[src/rtl/axi_b_resp_gen_if.sv]
// Handshake bundle between the AW/completion sources, the B-response generator
// and the downstream B buffer.
interface axi_b_resp_gen_if #(
  parameter int ID_WIDTH   = 16,
  parameter int USER_WIDTH = 10,
  parameter int BUFF_DEPTH = 4
);
  localparam int CNT_W = $clog2(BUFF_DEPTH + 1);

  logic                  aw_valid_i;
  logic [ID_WIDTH-1:0]   aw_id_i;
  logic [USER_WIDTH-1:0] aw_user_i;
  logic                  aw_ready_o;
  logic                  done_valid_i;
  logic                  done_err_i;
  logic                  done_ready_o;
  logic                  b_valid_o;
  logic [1:0]            b_resp_o;
  logic [ID_WIDTH-1:0]   b_id_o;
  logic [USER_WIDTH-1:0] b_user_o;
  logic                  b_ready_i;
  logic [CNT_W-1:0]      outstanding_o;

  modport master (
    output aw_valid_i, aw_id_i, aw_user_i, done_valid_i, done_err_i, b_ready_i,
    input  aw_ready_o, done_ready_o, b_valid_o, b_resp_o, b_id_o, b_user_o, outstanding_o
  );

  modport slave (
    input  aw_valid_i, aw_id_i, aw_user_i, done_valid_i, done_err_i, b_ready_i,
    output aw_ready_o, done_ready_o, b_valid_o, b_resp_o, b_id_o, b_user_o, outstanding_o
  );
endinterface

[src/rtl/axi_b_resp_gen.sv]
// AXI B-response generator: queues accepted AW ID/USER in order and turns each completion
// into a registered B beat. Optional watchdog/DECERR path: AXI_B_RESP_GEN_TIMEOUT_EN.
module axi_b_resp_gen #(
  parameter int ID_WIDTH       = 16,
  parameter int USER_WIDTH     = 10,
  parameter int BUFF_DEPTH     = 4,
  parameter int TIMEOUT_CYCLES = 1024
) (
  input logic             clk_i,
  input logic             rst_ni,
  axi_b_resp_gen_if.slave bus
);
  localparam int PTR_W = $clog2(BUFF_DEPTH);
  localparam int CNT_W = $clog2(BUFF_DEPTH + 1);
  localparam logic [CNT_W-1:0] FULL_CNT    = CNT_W'(BUFF_DEPTH);
  localparam logic [CNT_W-1:0] ZERO_CNT    = {CNT_W{1'b0}};
  localparam logic [1:0]       RESP_OKAY   = 2'b00;
  localparam logic [1:0]       RESP_SLVERR = 2'b10;

  if (BUFF_DEPTH < 2 || (BUFF_DEPTH & (BUFF_DEPTH - 1)) != 0 || TIMEOUT_CYCLES < 2) begin : g_bad_param
    $error("axi_b_resp_gen: BUFF_DEPTH must be a power of two >= 2, TIMEOUT_CYCLES >= 2");
  end

  typedef enum logic {ST_EMPTY = 1'b0, ST_FULL = 1'b1} state_e;

  state_e                state_r, state_next_s;
  logic [ID_WIDTH-1:0]   id_mem_r   [BUFF_DEPTH];
  logic [USER_WIDTH-1:0] user_mem_r [BUFF_DEPTH];
  logic [PTR_W-1:0]      wr_ptr_r, rd_ptr_r;
  logic [CNT_W-1:0]      count_r;
  logic [1:0]            b_resp_r, load_resp_s;
  logic [ID_WIDTH-1:0]   b_id_r;
  logic [USER_WIDTH-1:0] b_user_r;
  logic                  aw_ready_s, done_ready_s, load_ok_s;
  logic                  push_s, done_hs_s, pop_s;

`ifdef AXI_B_RESP_GEN_TIMEOUT_EN
  localparam int               WD_W        = $clog2(TIMEOUT_CYCLES);
  localparam logic [WD_W-1:0]  WD_MAX      = WD_W'(TIMEOUT_CYCLES - 1);
  localparam logic [1:0]       RESP_DECERR = 2'b11;
  logic [WD_W-1:0]  wd_r;
  logic [CNT_W-1:0] drop_r;
  logic             drop_hs_s, timeout_s;
`endif

  // Handshake qualifiers; ready signals look only at registered state, never at valids.
  always_comb begin
    aw_ready_s = (count_r != FULL_CNT);
    load_ok_s  = (state_r == ST_EMPTY) || bus.b_ready_i;
    push_s     = bus.aw_valid_i && aw_ready_s;
`ifdef AXI_B_RESP_GEN_TIMEOUT_EN
    // Completions owed to timed-out entries are swallowed without needing a queue entry.
    done_ready_s = (drop_r != ZERO_CNT) || ((count_r != ZERO_CNT) && load_ok_s);
    done_hs_s    = bus.done_valid_i && done_ready_s;
    drop_hs_s    = done_hs_s && (drop_r != ZERO_CNT);
    timeout_s    = (wd_r == WD_MAX) && (count_r != ZERO_CNT) && load_ok_s &&
                   (drop_r != FULL_CNT) && !done_hs_s;
    pop_s        = (done_hs_s && !drop_hs_s) || timeout_s;
    if (timeout_s) begin
      load_resp_s = RESP_DECERR;
    end else if (bus.done_err_i) begin
      load_resp_s = RESP_SLVERR;
    end else begin
      load_resp_s = RESP_OKAY;
    end
`else
    done_ready_s = (count_r != ZERO_CNT) && load_ok_s;
    done_hs_s    = bus.done_valid_i && done_ready_s;
    pop_s        = done_hs_s;
    if (bus.done_err_i) begin
      load_resp_s = RESP_SLVERR;
    end else begin
      load_resp_s = RESP_OKAY;
    end
`endif
  end

  // Output-register next state: a pop always reloads, otherwise a taken beat empties it.
  always_comb begin
    state_next_s = state_r;
    case (state_r)
      ST_EMPTY: begin
        if (pop_s) state_next_s = ST_FULL;
        else       state_next_s = ST_EMPTY;
      end
      ST_FULL: begin
        if (pop_s)                state_next_s = ST_FULL;
        else if (bus.b_ready_i)   state_next_s = ST_EMPTY;
        else                      state_next_s = ST_FULL;
      end
      default: state_next_s = ST_EMPTY;
    endcase
  end

  // State register for the B output stage.
  always_ff @(posedge clk_i or negedge rst_ni) begin
    if (!rst_ni) state_r <= ST_EMPTY;
    else         state_r <= state_next_s;
  end

  // FIFO pointers and occupancy count.
  always_ff @(posedge clk_i or negedge rst_ni) begin
    if (!rst_ni) begin
      wr_ptr_r <= {PTR_W{1'b0}};
      rd_ptr_r <= {PTR_W{1'b0}};
      count_r  <= ZERO_CNT;
    end else begin
      if (push_s) wr_ptr_r <= wr_ptr_r + PTR_W'(1);
      if (pop_s)  rd_ptr_r <= rd_ptr_r + PTR_W'(1);
      case ({push_s, pop_s})
        2'b10:   count_r <= count_r + CNT_W'(1);
        2'b01:   count_r <= count_r - CNT_W'(1);
        default: count_r <= count_r;
      endcase
    end
  end

  // FIFO storage; contents are only meaningful under the pointers, so no reset.
  always_ff @(posedge clk_i) begin
    if (push_s) begin
      id_mem_r[wr_ptr_r]   <= bus.aw_id_i;
      user_mem_r[wr_ptr_r] <= bus.aw_user_i;
    end
  end

  // B beat payload; loaded from the FIFO head on every pop, held otherwise.
  always_ff @(posedge clk_i or negedge rst_ni) begin
    if (!rst_ni) begin
      b_resp_r <= RESP_OKAY;
      b_id_r   <= {ID_WIDTH{1'b0}};
      b_user_r <= {USER_WIDTH{1'b0}};
    end else if (pop_s) begin
      b_resp_r <= load_resp_s;
      b_id_r   <= id_mem_r[rd_ptr_r];
      b_user_r <= user_mem_r[rd_ptr_r];
    end
  end

`ifdef AXI_B_RESP_GEN_TIMEOUT_EN
  // Watchdog on the head entry and count of completions still owed to timed-out entries.
  always_ff @(posedge clk_i or negedge rst_ni) begin
    if (!rst_ni) begin
      wd_r   <= {WD_W{1'b0}};
      drop_r <= ZERO_CNT;
    end else begin
      if ((count_r == ZERO_CNT) || done_hs_s || timeout_s) wd_r <= {WD_W{1'b0}};
      else if (wd_r != WD_MAX)                             wd_r <= wd_r + WD_W'(1);
      else                                                 wd_r <= wd_r;
      if (timeout_s)      drop_r <= drop_r + CNT_W'(1);
      else if (drop_hs_s) drop_r <= drop_r - CNT_W'(1);
      else                drop_r <= drop_r;
    end
  end
`endif

  assign bus.aw_ready_o    = aw_ready_s;
  assign bus.done_ready_o  = done_ready_s;
  assign bus.b_valid_o     = (state_r == ST_FULL);
  assign bus.b_resp_o      = b_resp_r;
  assign bus.b_id_o        = b_id_r;
  assign bus.b_user_o      = b_user_r;
  assign bus.outstanding_o = count_r;
endmodule

[src/flat_wrapper.sv]
// flat-port wrapper written by rule: the top's interface ports become plain ports
module axi_b_resp_gen_flat 
#(
  parameter int ID_WIDTH       = 16,
  parameter int USER_WIDTH     = 10,
  parameter int BUFF_DEPTH     = 4,
  parameter int TIMEOUT_CYCLES = 1024
)
  (clk_i, rst_ni, bus_aw_valid_i, bus_aw_id_i, bus_aw_user_i, bus_done_valid_i, bus_done_err_i, bus_b_ready_i, bus_aw_ready_o, bus_done_ready_o, bus_b_valid_o, bus_b_resp_o, bus_b_id_o, bus_b_user_o, bus_outstanding_o);
  axi_b_resp_gen_if #(.ID_WIDTH(ID_WIDTH), .USER_WIDTH(USER_WIDTH), .BUFF_DEPTH(BUFF_DEPTH)) bus_i ();
  input logic clk_i;
  input logic rst_ni;
  input wire logic [$bits(bus_i.aw_valid_i)-1:0] bus_aw_valid_i;
  input wire logic [$bits(bus_i.aw_id_i)-1:0] bus_aw_id_i;
  input wire logic [$bits(bus_i.aw_user_i)-1:0] bus_aw_user_i;
  input wire logic [$bits(bus_i.done_valid_i)-1:0] bus_done_valid_i;
  input wire logic [$bits(bus_i.done_err_i)-1:0] bus_done_err_i;
  input wire logic [$bits(bus_i.b_ready_i)-1:0] bus_b_ready_i;
  output wire logic [$bits(bus_i.aw_ready_o)-1:0] bus_aw_ready_o;
  output wire logic [$bits(bus_i.done_ready_o)-1:0] bus_done_ready_o;
  output wire logic [$bits(bus_i.b_valid_o)-1:0] bus_b_valid_o;
  output wire logic [$bits(bus_i.b_resp_o)-1:0] bus_b_resp_o;
  output wire logic [$bits(bus_i.b_id_o)-1:0] bus_b_id_o;
  output wire logic [$bits(bus_i.b_user_o)-1:0] bus_b_user_o;
  output wire logic [$bits(bus_i.outstanding_o)-1:0] bus_outstanding_o;
  assign bus_i.aw_valid_i = bus_aw_valid_i;
  assign bus_i.aw_id_i = bus_aw_id_i;
  assign bus_i.aw_user_i = bus_aw_user_i;
  assign bus_i.done_valid_i = bus_done_valid_i;
  assign bus_i.done_err_i = bus_done_err_i;
  assign bus_i.b_ready_i = bus_b_ready_i;
  assign bus_aw_ready_o = bus_i.aw_ready_o;
  assign bus_done_ready_o = bus_i.done_ready_o;
  assign bus_b_valid_o = bus_i.b_valid_o;
  assign bus_b_resp_o = bus_i.b_resp_o;
  assign bus_b_id_o = bus_i.b_id_o;
  assign bus_b_user_o = bus_i.b_user_o;
  assign bus_outstanding_o = bus_i.outstanding_o;
  axi_b_resp_gen #(.ID_WIDTH(ID_WIDTH), .USER_WIDTH(USER_WIDTH), .BUFF_DEPTH(BUFF_DEPTH), .TIMEOUT_CYCLES(TIMEOUT_CYCLES)) u_core (.clk_i(clk_i), .rst_ni(rst_ni), .bus(bus_i));
endmodule
[config.mk]
export PLATFORM = sky130hd
export DESIGN_NAME = axi_b_resp_gen_flat
export DESIGN_NICKNAME = d
export VERILOG_FILES = /design/src/rtl/axi_b_resp_gen_if.sv /design/src/rtl/axi_b_resp_gen.sv /design/src/flat_wrapper.sv
export SDC_FILE = /design/constraint.sdc
export NUM_CORES = 1
export LEC_CHECK = 0
export BUFFER_PORTS_ARGS = -buffer_cell sky130_fd_sc_hd__buf_2
export CORE_UTILIZATION = 46
export CTS_CLUSTER_DIAMETER = 120
export DETAILED_ROUTE_END_ITERATION = 6
export GPL_TIMING_DRIVEN = 0
export PLACE_DENSITY = 0.71
export SKIP_CTS_REPAIR_TIMING = 1
export SLEW_MARGIN = 20
export SYNTH_ARGS = -nofsm -noshare
export SYNTH_HDL_FRONTEND = slang
export SYNTH_SLANG_ARGS = --single-unit
[constraint.sdc]
create_clock -name clk_i -period 2.78 [get_ports clk_i]
set_input_delay 0.556 -clock clk_i [delete_from_list [all_inputs] [get_ports clk_i]]
set_output_delay 0.556 -clock clk_i [all_outputs]
set_load 0.01 [all_outputs]
### Word level (Yosys, flattened, before mapping)

Memory sizes are Yosys's and may differ from the RTL's. A register that Yosys moved wholly into a read port is not among the register bits.
Cells that the tools add are included.

| operators by class | value |
|---|---|
| mux-type cells | 8 |
| add/sub/neg operators | 4 |
| eq/ne operators | 3 |
| bitwise gates (word level) | 1 |
| reductions and logical operators | 8 |

Operators by type and width:

| cell | number |
|---|---|
| $pmux W3 S2 | 1 |
| $mux W1 | 5 |
| $add A2 B1 Y2 const B | 2 |
| $add A3 B1 Y3 const B | 1 |
| $logic_and A1 B1 Y1 | 3 |
| $ne A3 B3 Y1 const B | 1 |
| $reduce_bool A3 Y1 | 1 |
| $sub A3 B1 Y3 const B | 1 |
| $eq A2 B1 Y1 const B | 1 |
| $eq A2 B2 Y1 const B | 1 |
| $logic_not A1 Y1 | 2 |
| $mux W2 | 1 |
| $pmux W1 S2 | 1 |
| $reduce_bool A2 Y1 | 1 |
| $logic_or A1 B1 Y1 | 1 |
| $not A1 Y1 | 1 |

| word-level totals | value |
|---|---|
| bits in registers | 10 |
| memory bits (writable) | 104 |
| logic and storage cells | 31 |
| output and inout port bits | 34 |
| input bits | 32 |
| memories | 2 |

Memories:

| memory | words | width | read ports | clocked after memory_dff | wr ports | RTL line | source |
|---|---|---|---|---|---|---|---|
| u_core.id_mem_r | 4 | 16 | 1 | 1 | 1 | axi_b_resp_gen.sv:27 | `logic [ID_WIDTH-1:0] id_mem_r [BUFF_DEPTH];` |
| u_core.user_mem_r | 4 | 10 | 1 | 1 | 1 | axi_b_resp_gen.sv:28 | `logic [USER_WIDTH-1:0] user_mem_r [BUFF_DEPTH];` |

### Logic depth before layout (Yosys ltp)

Gate-level depths: netlist of the first run.

| depth | value |
|---|---|
| depth after elaboration | 6 |
| gate-level depth with buffers | 10 |
| gate-level depth less buffers | 9 |

### Worst setup path before layout of the first run

Ideal clock, no wire load.

| timing path | value |
|---|---|
| kind | register to register |
| from | register u_core.count_r[0] (netlist: u_core.bus.outstanding_o[0]) |
| to | register u_core.count_r[2] (netlist: u_core.bus.outstanding_o[2]) |
| setup slack | 574 ps |
| cell stages (with the launch flop) | 10 |
| arrival time | 2127 ps |
| path through | dfrtp_1 > or3b_1 > and2_4 > inv_1 > ha_1 > inv_1 > fa_1 > xor2_1 > nor2_1 > xor2_1 |

| on the way | value |
|---|---|
| elaborated cells between the ends (all ways) | 11 |

RTL lines:

| element | RTL line | source |
|---|---|---|
| start: declaration | axi_b_resp_gen.sv:30 | `logic [CNT_W-1:0] count_r;` |
| start signal: assignment | axi_b_resp_gen.sv:111 | `2'b10: count_r <= count_r + CNT_W'(1);` |
| start signal: assignment | axi_b_resp_gen.sv:112 | `2'b01: count_r <= count_r - CNT_W'(1);` |
| start signal: assignment | axi_b_resp_gen.sv:113 | `default: count_r <= count_r;` |
| $ne A3 B3 Y1 (*) | axi_b_resp_gen.sv:48 | `aw_ready_s = (count_r != FULL_CNT);` |
| named net bus_aw_ready_o | flat_wrapper.sv:19 | `output wire logic [$bits(bus_i.aw_ready_o)-1:0] bus_aw_ready_o;` |
| $logic_and A1 B1 Y1 (*) | axi_b_resp_gen.sv:50 | `push_s = bus.aw_valid_i && aw_ready_s;` |
| $eq A2 B1 Y1 / $eq A2 B2 Y1 (equally long branches) | axi_b_resp_gen.sv:110 | `case ({push_s, pop_s})` |
| $pmux W3 S2 / $reduce_bool A2 Y1 (equally long branches) | - |  |

The timed path passes the listed nets; every way through them passes the cells marked *.
A chain may end at the register's enable or synchronous reset.

### Final worst setup path of the first run

| timing path | value |
|---|---|
| from | register u_core.count_r[0] (netlist: u_core.bus.outstanding_o[0]) |
| to | register u_core.count_r[2] (netlist: u_core.bus.outstanding_o[2]) |

| on the way | value |
|---|---|
| word-level cells in the longest chain between the ends | 5 |
| elaborated cells between the ends (all ways) | 11 |

RTL lines:

| element | RTL line | source |
|---|---|---|
| $reduce_bool A3 Y1 | axi_b_resp_gen.sv:67 | `done_ready_s = (count_r != ZERO_CNT) && load_ok_s;` |
| $logic_and A1 B1 Y1 | axi_b_resp_gen.sv:67 |  |
| $logic_and A1 B1 Y1 | axi_b_resp_gen.sv:68 | `done_hs_s = bus.done_valid_i && done_ready_s;` |
| $eq A2 B1 Y1 / $eq A2 B2 Y1 (equally long branches) | axi_b_resp_gen.sv:110 |  |
| $pmux W3 S2 / $reduce_bool A2 Y1 (equally long branches) | - |  |

Several ways; a longest one is shown, not always the timed one.

==> impl_metrics.ini, run 1 <==
[final_layout]
areaGrowthSynthToFinish_pct = 20.38
fin_area_um2 = 6534
drive_gt1_share_pct = 44.18
fin_nets = 360

[drt]
viasPerCell = 5.175
vias = 2479
post_drt_wl_per_cell_um = 19.28
drcViolationCount = 0
first_iter_violations = 133
routed_wl_um = 9234
antenna_left = 0
dr.pass1.iters = 4

[setup_path]
r2r-start = u_core.bus.outstanding_o[0]
worstSetupPathType = reg2reg
critPathLaunchType = flop
reg2reg_depth = 9
reg2reg_slack_ns = 0.52
reg2reg_to = u_core.bus.outstanding_o[2]
arrival_ns = 2.59
path_max_fanout = 6
required_ns = 3.11
end_kind = flop

[synth]
synth.distinct_cells = 29
syn_area_um2 = 5428
yosys.area_share.adder_pct = 1.521
synthSimpleGateAreaFrac_pct = 2.006
yosys-top-cells-count = edfxtp_1, dfrtp_1, mux2_4, mux4_1
synth_edf_count = 104
ys_seq_area_share_pct = 73.67
synth_compound_area_share_pct = 0
muxShareOfSynthArea_pct = 19.27
yosysWarnings = 0
synth_async_sr_flop_share_pct = 25.18
yosysTopAreaCell = edfxtp_1
syn_nets = 277
synth.most_common_cell = edfxtp_1
synth-seq-cells = 139
synth_xor_area_share_pct = 0.9682
ys_top_cells_by_area = edfxtp_1, dfrtp_1, mux4_1
synth_area_per_cell_um2 = 22.71
synth_top_family_by_area = multiplexers
syn_inst = 239
ys.flop_type = edfxtp_1
synth_top_area_share_pct = 57.54

[placement]
pre_cts_slack_ns = 0.3525
io_buffers = 64
place_area_um2 = 5932
place_congestion = 0.7197
hpwl_um = 5368

[timing]
finClkSkew_ns = 0.004298
max_freq_mhz = 442.6
fin_ws_ns = 0.5204
finalSetupViolations = 0
period_minus_slack_ns = 2.260
max_slew_margin_pct = 39.83
worst_slew_pin_slew_ns = 0.9026
finalCritPeriodShare_pct = 81.28
hold_viol = 0
maxSlewViolCount = 0
rsz0062_at_grt = false
finalSetupTns_ns = 0

[global_route]
grt_pass1_wl_um = 14810
track_usage_pct = 16.65
grt_pass1_vias = 2708
antenna_found_initial = 1
grt_max_degree = 36
overflow = 0

[pwr]
power.leakage_nw = 2.531
power_density_nw_per_um2 = 1135
ir_drop_uv = 510.3

[cts]
clkSlewWorstSetupHoldPaths_ns = 0.06
numCtsBuffers = 17
clockBufferDepth = 2
clk-insertion-delay-late_ns = 0.41
cts-root-buf = clkbuf_16
cts-htree-levels = 4
cts_tree = built
cts_sinks = 139

[floorplanning]
start_util_pct = 47.33
dieWidth_um = 110.6
rows = 39
chipHeight_um = 110.6
num_io_pins = 66
core_area_um2 = 11470
die-area_um2 = 12240

[run_status]
status = finished, final reports clean

[worst_hold_path]
worst_hold_path_type = in2async

[run]
maxCapViolCount = 0
## worst max-delay path, stage by stage (launching register included)
cell and delay [ns]:
dfrtp_1 0.44, or3b_1 0.47, and2_4 0.21, inv_1 0.05, ha_1 0.16, inv_1 0.06
fa_1 0.37, xor2_1 0.15, nor2_1 0.13, xor2_1 0.16
## state kept, by name (all words and copies together) (netlist names)
| name | cells |
|---|---|
| u_core.id_mem_r | 64 |
| u_core.user_mem_r | 40 |
| u_core.bus.b_id_o | 16 |
| u_core.bus.b_user_o | 10 |
| u_core.bus.outstanding_o | 3 |
| u_core.rd_ptr_r | 2 |
| u_core.wr_ptr_r | 2 |
| u_core.bus.b_resp_o | 1 |
| u_core.bus.b_valid_o | 1 |
## through the flow
stage | utilization [%] | total power [W] | hold WS (ns) | instances
after floorplan | - | 0.004553 | 0.2604 | 239
after global placement | 51.69 | 0.005134 | 0.4850 | 446
after detailed placement | 51.73 | 0.005206 | 0.4913 | 446
after CTS | 56.96 | 0.007497 | 0.3011 | 478
after global routing | 56.96 | 0.007774 | 0.3332 | 478
final | 56.98 | 0.007414 | 0.2723 | 479
## metal layers
| layer | GRT usage (%) | vias to the layer above | share of wire [%] |
|---|---|---|---|
| li1 | - | 1129 | - |
| met1 | 20.34 | 1283 | 43 |
| met2 | 27.62 | 56 | 51 |
| met3 | 4.610 | 11 | 4.2 |
| met4 | 7.644 | 0 | 1.6 |
| met5 | 0 | - | 0 |
## area by class of cell
cell class | instances | area, µm²
diodes | 1 | 2.502
plain buffers | 9 | 103.9
clock buffers | 18 | 429.2
clock inverters | 14 | 170.2
fillers | 820 | 4933
inverters | 7 | 31.28
multi-input cells | 84 | 1299
flip-flops and latches | 139 | 3999
well taps | 143 | 178.9
repair buffers | 64 | 320.3
## cells in the final DEF, fill, tap and decap left out, drive strengths merged
master,n
and2,1
and3,4
buf,73
bufinv,3
clkbuf,18
clkinv,4
clkinvlp,4
conb,1
dfrtp,35
diode,1
edfxtp,104
fa,1
ha,5
inv,10
mux2,28
mux2i,1
mux4,26
nand2,2
nand2b,1
nand3,1
nor2,2
nor2b,1
nor3,2
or3,1
or3b,1
xnor2,3
xor2,3
## how the worst max path moves through the flow
stage                                      from                     endpoint  slack, ns  cells past startpoint
floorplan           u_core.bus.outstanding_o[0]  u_core.bus.outstanding_o[2]       0.57                      9
global placement                  bus_b_ready_i  u_core.bus.outstanding_o[2]       0.44                     11
detailed placement                bus_b_ready_i  u_core.bus.outstanding_o[2]       0.35                     11
CTS                 u_core.bus.outstanding_o[0]  u_core.bus.outstanding_o[2]       0.49                      9
global route        u_core.bus.outstanding_o[0]  u_core.bus.outstanding_o[2]       0.38                      9
finish              u_core.bus.outstanding_o[0]  u_core.bus.outstanding_o[2]       0.52                      9
## kinds of logic after synthesis
kind of cell             Yosys count
flip-flops                       139
multiplexers                      55
buffers and inverters             16
AND/OR/NAND/NOR                   16
XOR/XNOR                           6
adder cells (fa/ha/maj)            6
other                              1
## power by group
| part | total, W | switching [W] | internal (W) |
|---|---|---|---|
| Clock | 0.00227 | 0.000858 | 0.00141 |
| Combinational | 0.00207 | 0.000973 | 0.00110 |
| Sequential | 0.00307 | 0.000224 | 0.00285 |
Note: power is estimated with default switching activity, not from simulation.
==> inputs of run 2 (changes only) <==
==> constraint.sdc (replaced) <==
create_clock -name clk_i -period 2.1 [get_ports clk_i]
set_input_delay 0.42 -clock clk_i [delete_from_list [all_inputs] [get_ports clk_i]]
set_output_delay 0.42 -clock clk_i [all_outputs]
set_load 0.01 [all_outputs]
==> run 2 against run 1 <==
Net effect: via count up 2.2%; global-route usage down 0.58 points; largest cell class unchanged; clock power increased by 30%; critical path depth did not move; core utilization grew 0.58 points; cell area increased by 1.0%; worst hold slack worse by 0.15 ns; critical endpoint unchanged; routed wire length down 0.84%; first-iteration DRC count fell by 43%; clock-buffer cell count is 5 higher; clock skew up 0.0027 ns; sequential share of layout area shrank 0.60 points.
==> impl_metrics.ini, run 2 (synthesized netlist as in run 1, its figures left out) <==
[setup_path]
critPathSlowestCell = dfrtp_2
worstSetupPathType = reg2reg
path_max_fanout = 5
r2r-start = u_core.bus.outstanding_o[0]
required_ns = 2.42
arrival_ns = 2.38
critPathLaunchType = flop
path_delay_family = simple AND/OR/NAND/NOR gates
slowest_delay_ns = 0.43
crit_start = u_core.bus.outstanding_o[0]
critical_path_buf_inv_count = 2
crit_chain = or3b_4, and2_4, inv_2, ha_4, inv_2, fa_2, xor2_1, nor2_1, xor2_1
end_kind = flop

[drt]
vias = 2534
post_drt_wl_per_cell_um = 18.84
first_iter_violations = 76
drcViolationCount = 0
routed_wl_um = 9156
dr.pass1.iters = 6
antenna_left = 0
viasPerCell = 5.214

[floorplanning]
start_util_pct = 47.33
rows = 39
core_area_um2 = 11470
dieWidth_um = 110.6
num_io_pins = 66
chipHeight_um = 110.6
die-area_um2 = 12240

[global_route]
grt_pass1_wl_um = 14460
antenna_found_initial = 0
grt_max_degree = 36
gr-max-usage-layer = met2
use_met2_pct = 27.41
overflow = 0
grt_pass1_vias = 2677
grt_use_met3_pct = 4.391
track_usage_pct = 16.07
gr-usage-met1_pct = 18.77

[cts]
cts-root-buf = clkbuf_16
clkSlewWorstSetupHoldPaths_ns = 0.05
cts_tree = built
cts_sinks = 139
cts-htree-levels = 4
numCtsBuffers = 17
clk-insertion-delay-late_ns = 0.41
clockBufferDepth = 2

[pwr]
power.leakage_nw = 2.578
finalPower_w = 0.009877
power_density_nw_per_um2 = 1496
ir_drop_uv = 590.3

[final_layout]
final_cell_mix = edfxtp_1, buf_2, dfrtp_1
drive_gt1_share_pct = 46.06
n_antenna_cell = 0
top_register = u_core.id_mem_r
areaGrowthSynthToFinish_pct = 21.60
largest_reg_flops = 64
fin_area_um2 = 6600
fin_nets = 368
final_common_cell = edfxtp_1

[timing]
hold_viol = 0
finalSetupTns_ns = 0
max_slew_margin_pct = 42.99
finalCritPeriodShare_pct = 98.26
holdWs_ns = 0.1206
max_freq_mhz = 484.6
maxSlewViolCount = 0
worst_slew_pin_slew_ns = 0.8552
finClkSkew_ns = 0.006962
period_minus_slack_ns = 2.063
finalSetupViolations = 0

[placement]
io_buffers = 64
place_area_um2 = 5941
place_congestion = 0.6698
hpwl_um = 5529

[run]
maxCapViolCount = 0

[worst_hold_path]
worst_hold_path_type = in2async

[run_status]
status = finished, final reports clean
[run 2: worst reg2reg max path, delay by kind of cell (launching register included)]
| family | cells | cell delay (ns) |
|---|---|---|
| buffers and inverters | 2 | 0.09 |
| AND/OR/NAND/NOR | 3 | 0.69 |
| XOR/XNOR | 2 | 0.31 |
| adder cells (fa/ha/maj) | 2 | 0.45 |
| flip-flops | 1 | 0.43 |
[run 2: worst paths after layout]
path / to / cells after the start / slack (ns)
setup / recovery: u_core.bus.outstanding_o[2] / 9 / 0.04
hold / removal: u_core.bus.b_user_o[8] / 1 / 0.12
setup reg to reg: u_core.bus.outstanding_o[2] / 9 / 0.04
hold reg to reg: u_core.bus.b_id_o[13] / 1 / 0.50
max in group asynchronous: u_core.bus.outstanding_o[0] / 1 / 1.38
min in group clk_i: u_core.user_mem_r[3][7] / 1 / 0.22
[run 2: routing by layer]
metal	part of all wire, %	vias up
li1	-	1145
met1	40	1305
met2	54	65
met3	4.3	19
met4	2.1	0
met5	0	-
[run 2: report_power, final]
part	internal [W]	switching (W)	total, W
Clock	0.00191	0.00102	0.00294
Sequential	0.00377	0.000286	0.00406
Combinational	0.00156	0.00132	0.00288
[run 2: through the flow]
stage / utilization, % / worst slack [ns] / std cells
final: 57.56 / 0.03653 / 486
after global routing: 57.56 / -0.03622 / 486
after CTS: 56.92 / -0.03630 / 478
after detailed placement: 51.81 / -0.09955 / 446
after global placement: 51.76 / -0.1633 / 446
after floorplan: - / 0.01501 / 239
[run 2: cell type report]
| cell class | count | area, µm² |
|---|---|---|
| plain buffers | 9 | 103.9 |
| inverters | 7 | 33.78 |
| fillers | 853 | 4867 |
| well taps | 143 | 178.9 |
| clock buffers | 23 | 467.9 |
| repair buffers | 72 | 380.4 |
| multi-input cells | 84 | 1316 |
| flip-flops and latches | 139 | 4000 |
| clock inverters | 9 | 118.9 |
